[src/rtl/sync_scheduler.sv]
// Sync scheduler: starts internet-time syncs on keypad request or on a seconds period,
// with per-attempt watchdog, backoff and retry. Periodic syncing is built only when SYNC_SCHED_PERIODIC_EN is defined.
module sync_scheduler #(
  parameter int SYNC_PERIOD_S = 3600,
  parameter int TIMEOUT_CYC   = 100000000,
  parameter int BACKOFF_CYC   = 1000,
  parameter int MAX_TRY       = 3
) (
  input  logic       clk,
  input  logic       reset,
  input  logic       tick_1hz,
  input  logic       manual_req,
  input  logic       ts_finished,
  output logic       ts_en,
  output logic       busy,
  output logic       sync_ok,
  output logic       sync_fail,
  output logic       last_ok,
  output logic [2:0] try_cnt
);

  localparam int WD_W = (TIMEOUT_CYC > 1) ? $clog2(TIMEOUT_CYC) : 1;
  localparam int BO_W = (BACKOFF_CYC > 1) ? $clog2(BACKOFF_CYC) : 1;

  typedef enum logic [1:0] {IDLE, RUN, BACKOFF, DONE} state_t;

  state_t            state, state_next;
  logic [WD_W-1:0]   wd_cnt, wd_next;
  logic [BO_W-1:0]   bo_cnt, bo_next;
  logic [2:0]        try_next;
  logic              ok_next, fail_next, last_next;
  logic              period_expire;
  logic              start;

`ifdef SYNC_SCHED_PERIODIC_EN
  localparam int PER_W = (SYNC_PERIOD_S > 1) ? $clog2(SYNC_PERIOD_S) : 1;
  logic [PER_W-1:0] period_cnt;

  assign period_expire = (state == IDLE) && tick_1hz &&
                         (period_cnt == PER_W'(SYNC_PERIOD_S - 1));

  // Counts seconds only while idle; any start (manual or expiry) restarts the period.
  always_ff @(posedge clk) begin
    if (reset) begin
      period_cnt <= '0;
    end else if (state == IDLE) begin
      if (start) begin
        period_cnt <= '0;
      end else if (tick_1hz) begin
        period_cnt <= period_cnt + PER_W'(1);
      end
    end
  end
`else
  localparam int unused_period_s = SYNC_PERIOD_S;
  logic unused_tick;
  assign unused_tick   = tick_1hz;
  assign period_expire = 1'b0;
`endif

  assign start = manual_req || period_expire;

  always_comb begin
    // NOTE: every output of this block gets a default first so no path can infer a latch.
    state_next = state;
    wd_next    = wd_cnt;
    bo_next    = bo_cnt;
    try_next   = try_cnt;
    ok_next    = 1'b0;
    fail_next  = 1'b0;
    last_next  = last_ok;
    unique case (state)
      IDLE: begin
        if (start) begin
          state_next = RUN;
          try_next   = 3'd1;
          wd_next    = '0;
        end
      end
      RUN: begin
        // Success is tested first so it wins over a coinciding timeout.
        if (ts_finished) begin
          state_next = DONE;
          ok_next    = 1'b1;
          last_next  = 1'b1;
        end else if (wd_cnt == WD_W'(TIMEOUT_CYC - 1)) begin
          if (try_cnt < 3'(MAX_TRY)) begin
            state_next = BACKOFF;
            bo_next    = '0;
          end else begin
            state_next = DONE;
            fail_next  = 1'b1;
            last_next  = 1'b0;
          end
        end else begin
          wd_next = wd_cnt + WD_W'(1);
        end
      end
      BACKOFF: begin
        if (bo_cnt == BO_W'(BACKOFF_CYC - 1)) begin
          state_next = RUN;
          try_next   = try_cnt + 3'd1;
          wd_next    = '0;
        end else begin
          bo_next = bo_cnt + BO_W'(1);
        end
      end
      DONE: begin
        state_next = IDLE;
        try_next   = 3'd0;
      end
      default: state_next = IDLE;
    endcase
  end

  // ts_en and busy are decoded from the next state and registered, so they
  // track the state register exactly with no input-to-output path.
  always_ff @(posedge clk) begin
    // NOTE: reset is synchronous and covers every register; state uses non-blocking assignments only.
    if (reset) begin
      state     <= IDLE;
      wd_cnt    <= '0;
      bo_cnt    <= '0;
      try_cnt   <= 3'd0;
      sync_ok   <= 1'b0;
      sync_fail <= 1'b0;
      last_ok   <= 1'b0;
      ts_en     <= 1'b0;
      busy      <= 1'b0;
    end else begin
      state     <= state_next;
      wd_cnt    <= wd_next;
      bo_cnt    <= bo_next;
      try_cnt   <= try_next;
      sync_ok   <= ok_next;
      sync_fail <= fail_next;
      last_ok   <= last_next;
      ts_en     <= (state_next == RUN);
      busy      <= (state_next != IDLE);
    end
  end

endmodule

[config.mk]
export PLATFORM = sky130hd
export DESIGN_NAME = sync_scheduler
export DESIGN_NICKNAME = d
export VERILOG_FILES = /design/src/rtl/sync_scheduler.sv
export SDC_FILE = /design/constraint.sdc
export NUM_CORES = 1
export LEC_CHECK = 0
export CAP_MARGIN = 20
export CORE_ASPECT_RATIO = 2
export CORE_UTILIZATION = 49
export CTS_CLUSTER_DIAMETER = 150
export DETAILED_ROUTE_END_ITERATION = 12
export PLACE_DENSITY = 0.63
export SKIP_LAST_GASP = 1
export SLEW_MARGIN = 30
export SYNTH_ARGS = -nofsm -noshare
export SYNTH_HDL_FRONTEND = slang
export SYNTH_SLANG_ARGS = --single-unit
[constraint.sdc]
create_clock -name clk -period 2.4 [get_ports clk]
set_input_delay 0.48 -clock clk [delete_from_list [all_inputs] [get_ports clk]]
set_output_delay 0.48 -clock clk [all_outputs]
set_load 0.01 [all_outputs]
==> flow_summary.yaml, run 1 <==
status:
  outcome: "finished, final reports clean"
worst_setup_path:
  worstSetupStartpoint: "state[1]"
  critPathCaptureType: "flip-flop"
  reg2reg_slack_ps: 220
  slowest_stage: "or4_1"
  rr_startpoint: "state[1]"
  path_buf_inv: 2
  critPathLaunchType: "flip-flop"
  cp_max_fo: 36
  cp_num_cells: 8
  worstRegToRegCells: 8
  setup.worst_path.class: "flip-flop to flip-flop"
  crit_chain: "inv_1 > ha_1 > nand2_1 > o311a_2 > nand2_2 > buf_12 > or4_1 > a21oi_1"
  r2r_end: "wd_cnt[13]"
  cp_data_required_time_ps: 2650
  crit_family: "simple AND/OR/NAND/NOR gates"
  worstPathArrival_ps: 2430
  critical_path.endpoint: "wd_cnt[13]"
  cpPeakStageDelay_ps: 510
synthesis:
  ys_seq_area_frac: 0.360
  synthXorXnorAreaFrac: 0.0134
  syn_inst: 318
  synth-simple-area-share: 0.313
  synth-compound-area-share: 0.215
  synth_top_family_by_area: "simple AND/OR/NAND/NOR gates"
  synth_warnings: 0
  synth-seq-cells: 47
  syn_nets: 331
  synth_mux_area_frac: 0.0158
  synth-main-ff-cell: "dfxtp_1"
  synthDistinctLibCells: 49
  synth-edff-count: 0
  yosys.area_share.adder: 0.0383
  synth_area_sq_um: 2610
  async_flop_share: 0
  syn_area_per_cell_sq_um: 8.22
power_and_ir_drop:
  seqPwrFrac: 0.411
  swShare: 0.296
  power_frac_clock: 0.350
  p_sw_mw: 0.599
  p_leak_nw: 1.03
  combPwrFrac: 0.239
  peakVddDrop_uv: 630
  internal-power_mw: 1.42
  power.density_nw_per_um2: 656
cts:
  post_cts_resized: 0
  numCtsBuffers: 5
  cts.htree.levels: 2
  clock-sinks: 47
  clock_latency_ps: 310
  cts_buffer_depth: 2
  path_clk_slew_ps: 100
  clockRootBuffer: "clkbuf_8"
  ctsHoldBuffers: 0
  tritoncts: "built"
  post_cts_buffers: 0
floorplanning:
  die-area_sq_um: 5650
  row_count: 37
  die_x_microns: 53.6
  core_sq_um: 5140
  io_pins: 13
  die_height_microns: 105
  initial_core_util: 0.508
finish:
  nFillCells: 496
  multi_input_area_sq_um: 1560
  seq_area_sq_um: 941
  area_delta_synth_final_pct: 17.8
  drive_gt1_frac: 0.126
  nNetsFinal: 360
  utilization: 0.599
  antenna_cells: 0
  finalInstanceArea_sq_um: 3080
  final_cell_count_no_fill: 406
  most-common-layout-cells: "47 x dfxtp_1, 32 x a21oi_1, 24 x buf_4, 20 x nand2_1"
  final_common_cell: "dfxtp_1"
global_route:
  grt_pass1_wl_microns: 11300
  grt_pass1_vias: 2512
  globalRouteMet1Util: 0.243
  use_met3: 0.0317
  global_route.usage.met2: 0.543
  grt_max_degree: 37
  grt_overflow_total: 0
  antenna_found_initial: 0
  grt-busiest-layer: "met2"
  gr-usage-all-layers: 0.275
sta:
  relSlewSlack: 0.630
  maxSlewViolCount: 0
  setup_viol: 0
  hold_viol: 0
  worstMarginPinSlew_ps: 551
  skew_ps: 8.55
  rsz0062_at_grt: "no"
  fmax_mhz: 458
  period_share: 0.910
  fin_tns_setup_ps: 0
  fin_crit_ps: 2180
route:
  drt-vias-per-instance: 6.36
  route.detailed.drc: 0
  firstDrtPassIters: 4
  drtAntennaViolNets: 0
  drt-total-wl_microns: 7030
  vias: 2582
  drtIter0Drc: 54
  wl_per_cell_microns: 17.3
placement:
  routabilityCongestion: 0.821
  dpl.hpwl_microns: 5450
  place_inst: 398
  port_buffers: 11
  post_dp_cell_area_sq_um: 2940
flow_run:
  cap_violations: 0
min_path:
  min_path_type: "flip-flop to flip-flop"
## final cells by class
class	instances	share of cell area
Multi-Input combinational cell	242	0.507
Sequential cell	47	0.306
Timing Repair Buffer	36	0.101
Tap cell	58	0.0236
Clock buffer	5	0.0224
Clock inverter	3	0.0220
Inverter	15	0.0183
## stage by stage
step | hold slack, ps | power, mW | setup WS (ps)
final | 476 | 2.02 | 215
after global routing | 502 | 2.11 | 13.5
after CTS | 480 | 2.04 | 225
after detailed placement | 469 | 1.33 | 41.4
after global placement | 451 | 1.32 | 22.6
after floorplan | 438 | 1.11 | 303
## sequential cells by signal, indices dropped and copies added, names as in the netlist
| signal | cells |
|---|---|
| wd_cnt | 27 |
| bo_cnt | 10 |
| try_cnt | 3 |
| state | 2 |
| busy | 1 |
| last_ok | 1 |
| sync_fail | 1 |
| sync_ok | 1 |
| ts_en | 1 |
## synthesized netlist by cell type (2+ instances only)
| cell | n | area share |
|---|---|---|
| or4_1 | 15 | 0.043 |
| o21ai_0 | 11 | 0.021 |
| and4_1 | 3 | 0.010 |
| a22oi_1 | 2 | 0.0057 |
| o311ai_0 | 3 | 0.010 |
| inv_1 | 15 | 0.022 |
| nor2_1 | 17 | 0.024 |
| o21a_1 | 3 | 0.0086 |
| o32ai_1 | 3 | 0.010 |
| ha_1 | 8 | 0.038 |
| a21oi_1 | 32 | 0.061 |
| nand3_1 | 16 | 0.031 |
| nor2b_1 | 3 | 0.0072 |
| nand2b_1 | 6 | 0.014 |
| nor4_1 | 4 | 0.0096 |
| a211oi_1 | 2 | 0.0057 |
| mux2i_1 | 3 | 0.011 |
| buf_2 | 5 | 0.0096 |
| or2_2 | 2 | 0.0048 |
| o31ai_1 | 18 | 0.052 |
| nor3_1 | 5 | 0.0096 |
| and3_1 | 11 | 0.026 |
| nand4_1 | 18 | 0.043 |
| o41ai_1 | 3 | 0.010 |
| or3_1 | 11 | 0.026 |
| xor2_1 | 3 | 0.010 |
| dfxtp_1 | 47 | 0.36 |
| clkbuf_1 | 9 | 0.013 |
| nand2_1 | 20 | 0.029 |
## cell families after synthesis
logic type                 count (synthesis)
adders and majority gates                  8
xor gates and xnor gates                   4
AOI/OAI and AO/OA                         86
and+or+nand+nor                          140
buffers and inverters                     29
DFF                                       47
muxes                                      4
## power groups by stage
| stage | Combinational, mW | Clock, mW | Sequential (mW) |
|---|---|---|---|
| 3_5_place_dp | 0.484 | 0 | 0.849 |
| 3_3_place_gp | 0.477 | 0 | 0.848 |
| 2_1_floorplan | 0.257 | 0 | 0.854 |
| 5_1_grt | 0.531 | 0.743 | 0.834 |
| 4_1_cts | 0.485 | 0.719 | 0.831 |
| 6_report | 0.483 | 0.707 | 0.830 |
## worst min path at each step
stage                     startpoint  slack, ps  depth (start not counted)          to
final                     wd_cnt[23]        480                          2  wd_cnt[23]
after global routing      wd_cnt[23]        500                          2  wd_cnt[23]
after CTS                 wd_cnt[23]        480                          2  wd_cnt[23]
after detailed placement  wd_cnt[23]        470                          2  wd_cnt[23]
after global placement    wd_cnt[15]        450                          2  wd_cnt[15]
after floorplan           wd_cnt[15]        440                          2  wd_cnt[15]
## metal layers
layer,routed length (microns),vias up
li1,-,1272
met2,4140,47
met4,243,0
met1,2500,1243
met5,0,-
met3,146,20
## worst min-delay path, stage by stage, from the launching register on
cell     delay, ps
dfxtp_1        330
nand2_1         50
mux2i_1         50
Note: power is estimated with default switching activity, not from simulation.
==> inputs of run 2 (changes only) <==
CAP_MARGIN = 15   (was 20)
CORE_MARGIN = 1   (was default)
==> results of run 2 <==
Final layout, timing and power as in run 1 (identical DEF).
